`config.mk`:
```
export PLATFORM = sky130hd
export DESIGN_NAME = alu_control_seq_flat
export DESIGN_NICKNAME = d
export VERILOG_FILES = /design/src/rtl/alu_control_seq_if.sv /design/src/rtl/alu_control_seq.sv /design/src/flat_wrapper.sv
export SDC_FILE = /design/constraint.sdc
export NUM_CORES = 1
export LEC_CHECK = 0
export ABC_AREA = 1
export CELL_PAD_IN_SITES_DETAIL_PLACEMENT = 1
export CELL_PAD_IN_SITES_GLOBAL_PLACEMENT = 2
export CORE_MARGIN = 2
export CORE_UTILIZATION = 26
export DETAILED_ROUTE_END_ITERATION = 6
export PLACE_DENSITY = 0.79
export SYNTH_ARGS = -nofsm -noshare
export SYNTH_HDL_FRONTEND = slang
export SYNTH_SLANG_ARGS = --single-unit
```
`constraint.sdc`:
```
create_clock -name clk -period 1.5 [get_ports clk]
set_input_delay 0.3 -clock clk [delete_from_list [all_inputs] [get_ports clk]]
set_output_delay 0.3 -clock clk [all_outputs]
set_load 0.05 [all_outputs]
```
`src/rtl/alu_control_seq_if.sv`:
```
// Decode-to-execute bundle for alu_control_seq: upstream op handshake,
// downstream decoded-op handshake, MDU sideband and FSM state for checkers.
interface alu_control_seq_if;
    logic       flush;
    logic       in_valid;
    logic       in_ready;
    logic [2:0] func3;
    logic [6:0] func7;
    logic [1:0] aluop;
    logic       out_valid;
    logic       out_ready;
    logic [3:0] aluctr;
    logic       is_mdu;
    logic [2:0] mdu_op;
    logic       mdu_start;
    logic       illegal;
    logic       busy;
    logic [1:0] fsm_state;

    // Valid/ready: a transfer happens on a rising clk edge where valid and
    // ready are both high; once raised, valid and its payload hold until then.
    modport master (
        output flush, in_valid, func3, func7, aluop, out_ready,
        input  in_ready, out_valid, aluctr, is_mdu, mdu_op, mdu_start,
               illegal, busy, fsm_state
    );

    modport slave (
        input  flush, in_valid, func3, func7, aluop, out_ready,
        output in_ready, out_valid, aluctr, is_mdu, mdu_op, mdu_start,
               illegal, busy, fsm_state
    );
endinterface

```
`src/rtl/alu_control_seq.sv`:
```
// Registered ALU control decoder with RV32M decode, illegal-encoding flagging
// and a multiply/divide latency sequencer between decode and execute.
module alu_control_seq #(
    parameter bit          ENABLE_M   = 1'b1,
    parameter int unsigned MUL_CYCLES = 3,
    parameter int unsigned DIV_CYCLES = 32,
    parameter int unsigned CNT_W      = 6
) (
    input logic              clk,
    input logic              rst_n,
    alu_control_seq_if.slave bus
);
    localparam logic [1:0] ALUOP_ADD   = 2'd0;
    localparam logic [1:0] ALUOP_SUB   = 2'd1;
    localparam logic [1:0] ALUOP_RTYPE = 2'd2;
    localparam logic [1:0] ALUOP_ITYPE = 2'd3;

    localparam logic [3:0] ALU_ADD  = 4'd0;
    localparam logic [3:0] ALU_SUB  = 4'd1;
    localparam logic [3:0] ALU_SLL  = 4'd2;
    localparam logic [3:0] ALU_SLT  = 4'd3;
    localparam logic [3:0] ALU_SLTU = 4'd4;
    localparam logic [3:0] ALU_XOR  = 4'd5;
    localparam logic [3:0] ALU_SRL  = 4'd6;
    localparam logic [3:0] ALU_SRA  = 4'd7;
    localparam logic [3:0] ALU_OR   = 4'd8;
    localparam logic [3:0] ALU_AND  = 4'd9;

    localparam logic [6:0] F7_BASE   = 7'h00;
    localparam logic [6:0] F7_ALT    = 7'h20;
    localparam logic [6:0] F7_MULDIV = 7'h01;

    localparam logic [CNT_W-1:0] MUL_LOAD = CNT_W'(MUL_CYCLES - 1);
    localparam logic [CNT_W-1:0] DIV_LOAD = CNT_W'(DIV_CYCLES - 1);

    typedef enum logic [1:0] {
        IDLE     = 2'd0,
        HOLD     = 2'd1,
        MDU_BUSY = 2'd2
    } state_t;

    state_t           state;
    logic             out_valid_q;
    logic [3:0]       aluctr_q;
    logic             is_mdu_q;
    logic [2:0]       mdu_op_q;
    logic             mdu_start_q;
    logic             illegal_q;
    logic             busy_q;
    logic [CNT_W-1:0] count;

    logic [3:0] base_alu;
    logic [3:0] dec_alu;
    logic       dec_mdu;
    logic       dec_ill;
    logic       in_ready_c;
    logic       accept;

    always_comb begin
        base_alu = ALU_ADD;
        case (bus.func3)
            3'b000: base_alu = ALU_ADD;
            3'b001: base_alu = ALU_SLL;
            3'b010: base_alu = ALU_SLT;
            3'b011: base_alu = ALU_SLTU;
            3'b100: base_alu = ALU_XOR;
            3'b101: base_alu = ALU_SRL;
            3'b110: base_alu = ALU_OR;
            3'b111: base_alu = ALU_AND;
        endcase
    end

    // Illegal and MDU ops leave dec_alu at ALU_ADD so execute never sees junk.
    always_comb begin
        dec_alu = ALU_ADD;
        dec_mdu = 1'b0;
        dec_ill = 1'b0;
        case (bus.aluop)
            ALUOP_ADD: dec_alu = ALU_ADD;
            ALUOP_SUB: dec_alu = ALU_SUB;
            ALUOP_RTYPE: begin
                if (bus.func7 == F7_BASE) begin
                    dec_alu = base_alu;
                end else if (bus.func7 == F7_ALT) begin
                    if (bus.func3 == 3'b000)      dec_alu = ALU_SUB;
                    else if (bus.func3 == 3'b101) dec_alu = ALU_SRA;
                    else                          dec_ill = 1'b1;
                end else if (bus.func7 == F7_MULDIV && ENABLE_M) begin
                    dec_mdu = 1'b1;
                end else begin
                    dec_ill = 1'b1;
                end
            end
            default: begin
                if (bus.func3 == 3'b101) begin
                    if (bus.func7 == F7_ALT)       dec_alu = ALU_SRA;
                    else if (bus.func7 == F7_BASE) dec_alu = ALU_SRL;
                    else                           dec_ill = 1'b1;
                end else if (bus.func3 == 3'b001 && bus.func7 != F7_BASE) begin
                    dec_ill = 1'b1;
                end else begin
                    dec_alu = base_alu;
                end
            end
        endcase
    end

    // HOLD forwards out_ready so a consumed op can be replaced in the same cycle.
    always_comb begin
        in_ready_c = 1'b0;
        if (rst_n && !bus.flush) begin
            case (state)
                IDLE:    in_ready_c = 1'b1;
                HOLD:    in_ready_c = bus.out_ready;
                default: in_ready_c = 1'b0;
            endcase
        end
    end

    assign accept = bus.in_valid && in_ready_c;

    always_ff @(posedge clk or negedge rst_n) begin
        if (!rst_n) begin
            state       <= IDLE;
            out_valid_q <= 1'b0;
            aluctr_q    <= ALU_ADD;
            is_mdu_q    <= 1'b0;
            mdu_op_q    <= 3'd0;
            mdu_start_q <= 1'b0;
            illegal_q   <= 1'b0;
            busy_q      <= 1'b0;
            count       <= '0;
        end else if (bus.flush) begin
            state       <= IDLE;
            out_valid_q <= 1'b0;
            mdu_start_q <= 1'b0;
            busy_q      <= 1'b0;
            count       <= '0;
        end else begin
            mdu_start_q <= 1'b0;
            case (state)
                IDLE, HOLD: begin
                    if (accept) begin
                        aluctr_q  <= dec_alu;
                        is_mdu_q  <= dec_mdu;
                        mdu_op_q  <= dec_mdu ? bus.func3 : 3'd0;
                        illegal_q <= dec_ill;
                        if (dec_mdu) begin
                            state       <= MDU_BUSY;
                            out_valid_q <= 1'b0;
                            mdu_start_q <= 1'b1;
                            busy_q      <= 1'b1;
                            count       <= bus.func3[2] ? DIV_LOAD : MUL_LOAD;
                        end else begin
                            state       <= HOLD;
                            out_valid_q <= 1'b1;
                        end
                    end else if (state == HOLD && bus.out_ready) begin
                        state       <= IDLE;
                        out_valid_q <= 1'b0;
                    end
                end
                MDU_BUSY: begin
                    if (count == '0) begin
                        state       <= HOLD;
                        busy_q      <= 1'b0;
                        out_valid_q <= 1'b1;
                    end else begin
                        count <= count - CNT_W'(1);
                    end
                end
                default: state <= IDLE;
            endcase
        end
    end

    assign bus.in_ready  = in_ready_c;
    assign bus.out_valid = out_valid_q;
    assign bus.aluctr    = aluctr_q;
    assign bus.is_mdu    = is_mdu_q;
    assign bus.mdu_op    = mdu_op_q;
    assign bus.mdu_start = mdu_start_q;
    assign bus.illegal   = illegal_q;
    assign bus.busy      = busy_q;
    assign bus.fsm_state = state;
endmodule
```
`src/flat_wrapper.sv`:
```
// flat-port wrapper written by rule: the top's interface ports become plain ports
module alu_control_seq_flat 
#(
    parameter bit          ENABLE_M   = 1'b1,
    parameter int unsigned MUL_CYCLES = 3,
    parameter int unsigned DIV_CYCLES = 32,
    parameter int unsigned CNT_W      = 6
)
  (clk, rst_n, bus_flush, bus_in_valid, bus_func3, bus_func7, bus_aluop, bus_out_ready, bus_in_ready, bus_out_valid, bus_aluctr, bus_is_mdu, bus_mdu_op, bus_mdu_start, bus_illegal, bus_busy, bus_fsm_state);
  alu_control_seq_if bus_i ();
  input logic clk;
  input logic rst_n;
  input wire logic [$bits(bus_i.flush)-1:0] bus_flush;
  input wire logic [$bits(bus_i.in_valid)-1:0] bus_in_valid;
  input wire logic [$bits(bus_i.func3)-1:0] bus_func3;
  input wire logic [$bits(bus_i.func7)-1:0] bus_func7;
  input wire logic [$bits(bus_i.aluop)-1:0] bus_aluop;
  input wire logic [$bits(bus_i.out_ready)-1:0] bus_out_ready;
  output wire logic [$bits(bus_i.in_ready)-1:0] bus_in_ready;
  output wire logic [$bits(bus_i.out_valid)-1:0] bus_out_valid;
  output wire logic [$bits(bus_i.aluctr)-1:0] bus_aluctr;
  output wire logic [$bits(bus_i.is_mdu)-1:0] bus_is_mdu;
  output wire logic [$bits(bus_i.mdu_op)-1:0] bus_mdu_op;
  output wire logic [$bits(bus_i.mdu_start)-1:0] bus_mdu_start;
  output wire logic [$bits(bus_i.illegal)-1:0] bus_illegal;
  output wire logic [$bits(bus_i.busy)-1:0] bus_busy;
  output wire logic [$bits(bus_i.fsm_state)-1:0] bus_fsm_state;
  assign bus_i.flush = bus_flush;
  assign bus_i.in_valid = bus_in_valid;
  assign bus_i.func3 = bus_func3;
  assign bus_i.func7 = bus_func7;
  assign bus_i.aluop = bus_aluop;
  assign bus_i.out_ready = bus_out_ready;
  assign bus_in_ready = bus_i.in_ready;
  assign bus_out_valid = bus_i.out_valid;
  assign bus_aluctr = bus_i.aluctr;
  assign bus_is_mdu = bus_i.is_mdu;
  assign bus_mdu_op = bus_i.mdu_op;
  assign bus_mdu_start = bus_i.mdu_start;
  assign bus_illegal = bus_i.illegal;
  assign bus_busy = bus_i.busy;
  assign bus_fsm_state = bus_i.fsm_state;
  alu_control_seq #(.ENABLE_M(ENABLE_M), .MUL_CYCLES(MUL_CYCLES), .DIV_CYCLES(DIV_CYCLES), .CNT_W(CNT_W)) u_core (.clk(clk), .rst_n(rst_n), .bus(bus_i));
endmodule
```
# --- Word level (Yosys, flattened, before mapping) ---
# Memories as Yosys holds them, arrays and structs flattened.
# Index checks and enable logic that the tools add are counted.
word_totals:
  ff_bits: 20
  rom_bits: 32
  input_bits: 17
  out_inout_bits: 15
  elab_cells: 97
  mem_count: 1
mem_list:
  columns: ["memory", "depth", "word_bits", "rd", "rd_ports_with_merged_regs", "write_ports", "line_no", "rtl"]
  rows:
  - ["(name not given)", 8, 4, 1, 0, 0, "alu_control_seq.sv:61", "case (bus.func3)"]
classes:
  n_addsub: 1
  n_eq_ne: 13
  n_mux: 53
  bitwise_logic: 1
  n_reduce_logical: 19
ops:
  columns: ["cell", "count"]
  rows:
  - ["two-way mux 1 bit", 27]
  - ["two-way mux 4 bit", 6]
  - ["two-way mux 6 bit", 4]
  - ["case mux 4 bit (3 select lines)", 1]
  - ["case mux 6 bit (2 select lines)", 1]
  - ["two-way mux 2 bit", 5]
  - ["two-way mux 3 bit", 3]
  - ["!= test 3 x 2 -> 1 bit, second input constant", 3]
  - ["case mux 1 bit (2 select lines)", 4]
  - ["AND reduction 4 bit", 2]
  - ["== test 7 x 1 -> 1 bit, second input constant", 1]
  - ["== test 7 x 6 -> 1 bit, second input constant", 1]
  - ["logical NOT 7 bit", 1]
  - ["nonzero test 7 bit", 1]
  - ["logical NOT 6 bit", 1]
  - ["AND reduction 3 bit", 2]
  - ["subtractor 6 x 1 -> 6 bit, second input constant", 1]
  - ["two-way mux 5 bit", 1]
  - ["== test 2 x 1 -> 1 bit, second input constant", 2]
  - ["== test 2 bit, second input constant", 2]
  - ["logical AND 1 bit", 4]
  - ["logical NOT 2 bit", 2]
  - ["!= test 4 x 2 -> 1 bit, second input constant", 1]
  - ["case mux 2 bit (2 select lines)", 1]
  - ["other kinds (9)", 10]

# --- Depth between registers and ports, before layout ---
# Gate-level depths: netlist of the first run.
depth:
  depth_word: 9
  depth_mapped: 10

# --- Worst setup path after synthesis of the first run ---
# No wires, ideal clock.
synth_timing:
  kind: "reg-to-reg"
  from: "register u_core.state[1], in the netlist u_core.bus.fsm_state[1]"
  to: "register u_core.count[0]"
  setup_time_ns: 0.065
  arrival_ns: 1.482
  slack_ns: -0.047
  path_stages_with_launch: 7
  path_buffers: 0
  synth_period_minus_slack_ns: 1.547
  cell_sequence: "dfrtp_1 nand2_1 nor2_1 nand2b_1 nand3_1 nand2_1 nand2_1"
synth_between:
  elab_chain_cells: 6
synth_lines:
  columns: ["item", "line_no", "rtl"]
  rows:
  - ["from (decl)", "alu_control_seq.sv:42", "state_t state;"]
  - ["from (signal assigned)", "alu_control_seq.sv:124", "state <= IDLE;"]
  - ["from (signal assigned)", "alu_control_seq.sv:134", "state <= IDLE;"]
  - ["from (signal assigned)", "alu_control_seq.sv:149", "state <= MDU_BUSY;"]
  - ["== test 2 x 1 -> 1 bit or logical NOT 2 bit (tied branches)", "alu_control_seq.sv:112, alu_control_seq.sv:141", null]
  - ["case mux 1 bit (2 select lines)", "alu_control_seq.sv:112", "case (state)"]
  - ["two-way mux 1 bit", "alu_control_seq.sv:111", "if (rst_n && !bus.flush) begin"]
  - ["logical AND 1 bit", "alu_control_seq.sv:120", "assign accept = bus.in_valid && in_ready_c;"]
  - ["!= test 3 x 2 -> 1 bit (no line)", null, null]
  - ["AND reduction 4 bit (no line)", null, null]
  - ["to (signal assigned)", "alu_control_seq.sv:153", "count <= bus.func3[2] ? DIV_LOAD : MUL_LOAD;"]
  - ["to (signal assigned)", "alu_control_seq.sv:169", "count <= count - CNT_W'(1);"]
  - ["to (decl)", "alu_control_seq.sv:50", "logic [CNT_W-1:0] count;"]
# Parallel ways exist; a longest one is shown, timed or not.
# A chain may end at the register's enable or synchronous reset.

# --- Worst setup path in the final report of the first run ---
layout_timing:
  from: "input bus_out_ready"
  to: "output bus_in_ready"
layout_between:
  elab_chain_cells: 2
layout_lines:
  columns: ["item", "line_no", "rtl"]
  rows:
  - ["from (decl)", "flat_wrapper.sv:18", "input wire logic [$bits(bus_i.out_ready)-1:0] bus_out_ready;"]
  - ["case mux 1 bit (2 select lines)", "alu_control_seq.sv:112", null]
  - ["two-way mux 1 bit", "alu_control_seq.sv:111", null]
  - ["to (decl)", "flat_wrapper.sv:19", "output wire logic [$bits(bus_i.in_ready)-1:0] bus_in_ready;"]
# No other way between the ends.

==> flow_summary.json, run 1 <==
{
  "regArea_sq_um": 503.0,
  "io_pins": 32,
  "finalSetupViolCount": 0,
  "insertion_delay_ns": 0.26,
  "worstSetupStartpointType": "primary input",
  "swShare": 0.3384,
  "fin_crit_sh": 0.9854,
  "fp.dieW_um": 76.49,
  "nets": 297,
  "grt_max_degree": 21,
  "top_usage_layer": "met2",
  "area_delta_synth_final_pct": 77.11,
  "grt_pass1_vias": 1614,
  "grt_overflow": 0,
  "irDropWorstVdd_v": 0.0003065,
  "total_power_mw": 1.576,
  "layout-drive-gt1-share": 0.3787,
  "layout_commonest_cell": "nand2_1",
  "dr.pass1.iters": 4,
  "cts-htree-levels": 1,
  "postRouteAntennaNets": 0,
  "synthCells": 203,
  "rrSetupSlack_ns": 0.07,
  "grtUsageMet1": 0.2081,
  "r2r_start": "u_core.bus.fsm_state[1]",
  "io_buffers": 31,
  "min_period_ns": 1.478,
  "syn_nets": 226,
  "switchingPower_uw": 533.4,
  "drt_iter0_markers": 52,
  "numCtsBuffers": 3,
  "skew_ns": 0.006340,
  "relSlewSlack": 0.8170,
  "slew_violations": 0,
  "global_route.usage.met2": 0.2690,
  "gp_congestion": 0.8622,
  "routed_wl_um": 4355,
  "place_hpwl_um": 3306,
  "grt.total_usage": 0.1570,
  "placed_area_sq_mm": 0.002106,
  "cts_num_sinks": 20,
  "insertedDiodeCount": 0,
  "rows": 26,
  "p_per_area_mw_per_mm2": 651.4,
  "cts_tree": "yes",
  "synthTopCellsByArea": "dfrtp_1, nand2_1, inv_1, nand3_1, nor2_1",
  "yosysWarnings": 0,
  "p_int_mw": 1.043,
  "fmax_mhz": 676.6,
  "timing.rr.end": "u_core.bus.busy",
  "syn_avg_cell_area_sq_um": 6.731,
  "netlist_area_sq_mm": 0.001366,
  "clock_path_buffers": 2,
  "multi_input_area_sq_um": 899.6,
  "path_max_fanout": 2,
  "power.leakage_nw": 1.239,
  "met3_usage": 0.02251,
  "start_util": 0.2692,
  "p_seq_frac": 0.398,
  "hold_class": "primary input to asynchronous set/reset pin",
  "rsz0062_at_grt": "yes",
  "layout_common_cells": "nand2_1, buf_4, inv_1, dfrtp_1, nor2_1",
  "pwr-share-comb": 0.378,
  "fillCellCount": 628,
  "ys_ff_latch": 20,
  "clkPwrFrac": 0.224,
  "clk_pin_slew_worst_paths_ns": 0.08,
  "yosys.area.top_type_share": 0.3663,
  "endpoint_kind": "output port",
  "synth_cell_type_count": 22,
  "worstSetupPathType": "primary input to output port",
  "die_y_um": 76.49,
  "seq_area_frac_synth": 0.3663,
  "final_util": 0.4768,
  "tightest_slew_ns": 0.2745,
  "grt_pass1_wl_um": 7465,
  "wl_per_cell_um": 12.73,
  "core_area_sq_mm": 0.005075,
  "vias": 1510,
  "drc": 0,
  "viasPerCell": 4.415,
  "root_buffer": "clkbuf_8",
  "crit_arrival_ns": 1.18,
  "synth_area_leader_cell": "dfrtp_1",
  "critPathRequiredTime_ns": 1.20,
  "die_area_sq_mm": 0.005851,
  "drv_cap": 0,
  "antenna_found_initial": 0,
  "outcome": "finished, final reports clean",
  "ff2ff_path_depth": 7,
  "hold_violations": 0,
  "final_area_sq_mm": 0.002420
}
power by group through the flow:
stage / sequential, mW / combinational (mW) / clock (mW)
detailed placement: 0.637 / 0.529 / 0
CTS: 0.626 / 0.542 / 0.370
global route: 0.632 / 0.654 / 0.398
global placement: 0.636 / 0.522 / 0
finish: 0.627 / 0.595 / 0.353
floorplan: 0.706 / 0.174 / 0
final cells by class:
type,instances,share of cell area
multi-input combinational,148,0.3718
timing repair buffer,69,0.3175
sequential,20,0.2079
inverter,32,0.04964
tap,70,0.03619
clock buffer,3,0.01706
Yosys cell counts, drive strengths merged:
cell type and n:
o21bai 1, ha 6, nand3 19, dfrtp 20, o211ai 1, nand2 67
nor3 2, nand4 4, o21ai 11, inv 32, a21oi 7, nor2 26
nand2b 1, xor2 1, or2 1, a21boi 1, buf 3
flip-flops by register name (all words and copies together), names as in the netlist:
signal and cells:
u_core.bus.aluctr 4, u_core.bus.busy 1, u_core.bus.fsm_state 2, u_core.bus.illegal 1, u_core.bus.is_mdu 1, u_core.bus.mdu_op 3, u_core.bus.mdu_start 1, u_core.bus.out_valid 1
u_core.count 6
cells by family (layout without fill, tap and decap cells):
kind of cell | after synthesis | in the layout | share of synthesized area
flops | 20 | 20 | 0.3663
xor+xnor | 1 | 1 | 0.006411
simple gates | 120 | 120 | 0.3782
compound gates | 21 | 21 | 0.09067
buf+inv | 35 | 104 | 0.1035
fa+ha+maj | 6 | 6 | 0.05494
stage by stage:
stage | TNS, ns | instances | setup WS (ns) | hold WS, ns
final | 0 | 342 | 0.02196 | 0.3279
after CTS | 0 | 335 | 0.0009996 | 0.3438
after global placement | -5.485 | 329 | -0.3342 | 0.4940
after global routing | -0.2699 | 342 | -0.03670 | 0.3634
after floorplan | 0 | 203 | 0.08243 | 0.004409
after detailed placement | -6.227 | 329 | -0.3631 | 0.5068
how the worst max path moves through the flow:
stage	startpoint	endpoint	cells after the start
finish	bus_out_ready	bus_in_ready	6
global route	u_core.bus.fsm_state[1]	bus_in_ready	5
CTS	bus_aluop[1]	u_core.count[1]	9
detailed placement	bus_func3[0]	u_core.bus.aluctr[0]	10
global placement	bus_func3[0]	u_core.bus.aluctr[0]	10
floorplan	u_core.bus.fsm_state[1]	bus_in_ready	3
per-layer routing:
layer	wire [um]	vias to the layer above
met5	0	-
met4	41	0
met3	104	4
met2	2181	26
met1	2027	707
li1	-	773
what timing repair did:
action	in CTS	in global routing
buffers inserted	3	7
endpoints found under the setup margin	14	21
hold buffers	0	0
gates resized for setup	15	50
pin swaps	2	12
worst max-delay path: stages:
cell             delay [ns]
clkdlybuf4s50_1        0.47
inv_2                  0.05
nand2_2                0.09
nand3_2                0.07
inv_2                  0.07
buf_12                 0.13
Power figures use the tool's default switching activity.
==> run 2: changes to the inputs <==
CORE_MARGIN = 8   (was 2)
==> flow_summary.json, run 2 (synthesized netlist as in run 1, its figures left out) <==
{
  "clk_pin_slew_worst_paths_ns": 0.08,
  "skew_ns": 0.005644,
  "fp.dieW_um": 88.49,
  "grt_overflow": 0,
  "viasPerCell": 4.354,
  "crit_family": "simple AND/OR/NAND/NOR gates",
  "drt_iter0_markers": 61,
  "multi_input_area_sq_um": 874.6,
  "die_area_sq_mm": 0.007830,
  "relSlewSlack": 0.7754,
  "wl_per_cell_um": 13.55,
  "io_pins": 32,
  "nets": 296,
  "finalSetupViolCount": 0,
  "rsz0062_at_grt": "yes",
  "regArea_sq_um": 503.0,
  "insertedDiodeCount": 0,
  "hold_class": "primary input to asynchronous set/reset pin",
  "area_delta_synth_final_pct": 75.64,
  "critPathRequiredTime_ns": 1.70,
  "largest_reg_flops": 6,
  "crit_arrival_ns": 1.65,
  "die_y_um": 88.49,
  "insertion_delay_ns": 0.26,
  "core_area_sq_mm": 0.005075,
  "cts_num_sinks": 20,
  "layout-drive-gt1-share": 0.3676,
  "postRouteAntennaNets": 0,
  "total_power_mw": 1.628,
  "clock_path_buffers": 2,
  "fin_crit_sh": 0.9663,
  "grt_pass1_wl_um": 7293,
  "layout_commonest_cell": "nand2_1",
  "worstSetupStartpointType": "primary input",
  "root_buffer": "clkbuf_8",
  "top_register": "u_core.count",
  "io_buffers": 31,
  "cts-htree-levels": 1,
  "gp_congestion": 0.8315,
  "grt_max_degree": 21,
  "path_max_fanout": 5,
  "endpoint_kind": "register",
  "final_util": 0.4729,
  "outcome": "finished, final reports clean",
  "start_util": 0.2692,
  "numCtsBuffers": 3,
  "cp_slowest_stage_delay_ns": 0.50,
  "p_per_area_mw_per_mm2": 678.5,
  "dr.pass1.iters": 4,
  "layout.cells.non_filler": 342,
  "power.leakage_nw": 1.253,
  "routed_wl_um": 4634,
  "min_period_ns": 1.449,
  "cp.buffers_inverters": 2,
  "crit_chain": "clkdlybuf4s50_1, nand2_1, nor2_4, nand3_4, nand2_4, inv_1, nor2_4, nand3_1, nand2_1",
  "rows": 26,
  "hold_violations": 0,
  "cp_slowest_cell": "clkdlybuf4s50_1",
  "fillCellCount": 651,
  "grt.total_usage": 0.1168,
  "layout_common_cells": "nand2_1, buf_4, inv_1, dfrtp_1",
  "antenna_found_initial": 0,
  "hold_slack_ns": 0.3433,
  "vias": 1489,
  "slew_violations": 0,
  "placed_cells": 330,
  "drv_cap": 0,
  "drc": 0,
  "worstSetupPathType": "primary input to register",
  "irDropWorstVdd_v": 0.0002995,
  "tns_ns": 0,
  "grt_pass1_vias": 1517,
  "place_hpwl_um": 3555,
  "cts_tree": "yes",
  "fmax_mhz": 689.9,
  "tightest_slew_ns": 0.3368
}
[run 2: changes by cell type in the layout (fill, tap and decap cells not counted), moves of 2 or more]
cell,previous run,this run
ha_4,2,0
inv_1,25,27
inv_2,7,5
nand2_1,58,60
nand2_2,9,5
nand2_4,0,2
nand3_2,3,5
nor2_2,4,6
o21ai_0,4,6
o21ai_1,2,0
[run 2: power by group]
group          switching, mW  internal (mW)  total [mW]  leakage (nW)
sequential            0.0484          0.580       0.628         0.262
combinational          0.310          0.273       0.583         0.962
clock                  0.183          0.234       0.417        0.0288
[run 2: layout make-up]
class,instances,share of cell area
timing repair buffer,68,0.3165
clock buffer,4,0.02294
tap,70,0.03650
inverter,32,0.05005
sequential,20,0.2096
multi-input combinational,148,0.3644
[run 2: stage by stage]
| step | area (sq um) | setup slack [ns] |
|---|---|---|
| 2_1_floorplan | 1369 | 0.08243 |
| 3_3_place_gp | 2113 | -0.3738 |
| 3_5_place_dp | 2113 | -0.4146 |
| 4_1_cts | 2246 | -0.006612 |
| 5_1_grt | 2400 | -0.02049 |
| 6_report | 2400 | 0.05055 |
[run 2: path summary, 6_finish.rpt]
check | from | endpoint | slack [ns] | cells after the start
setup / recovery | bus_func7[0] | u_core.count[2] | 0.05 | 9
hold / removal | rst_n | u_core.bus.fsm_state[0] | 0.34 | 3
setup reg to reg | u_core.bus.fsm_state[0] | u_core.count[2] | 0.07 | 7
hold reg to reg | u_core.count[5] | u_core.count[5] | 0.53 | 2
max in group asynchronous | rst_n | u_core.bus.fsm_state[1] | 0.92 | 3
min in group clk | bus_func3[1] | u_core.bus.mdu_op[1] | 0.45 | 4
[run 2: timing repair]
item,4_1_cts,5_1_grt
setup endpoints to repair,20,17
pin swaps,4,15
resized for setup,24,35
buffers inserted,3,5
hold buffers,0,0
[run 2: metal layers]
metal / vias up / track usage / part of all wire
li1: 768 / - / -
met1: 702 / 0.1486 / 0.47
met2: 17 / 0.2037 / 0.49
met3: 2 / 0.01300 / 0.026
met4: 0 / 0.02765 / 0.0069
met5: - / 0 / 0
[run 2: tightest hold or removal path, delay by kind of cell]
family / cells / cell delay [ns]
buffers and inverters: 3 / 0.69
==> run 3: changes to the inputs <==
SLEW_MARGIN = 20   (was not set)
==> results of run 3 <==
No change in the layout: final DEF, timing and power equal those of run 2.
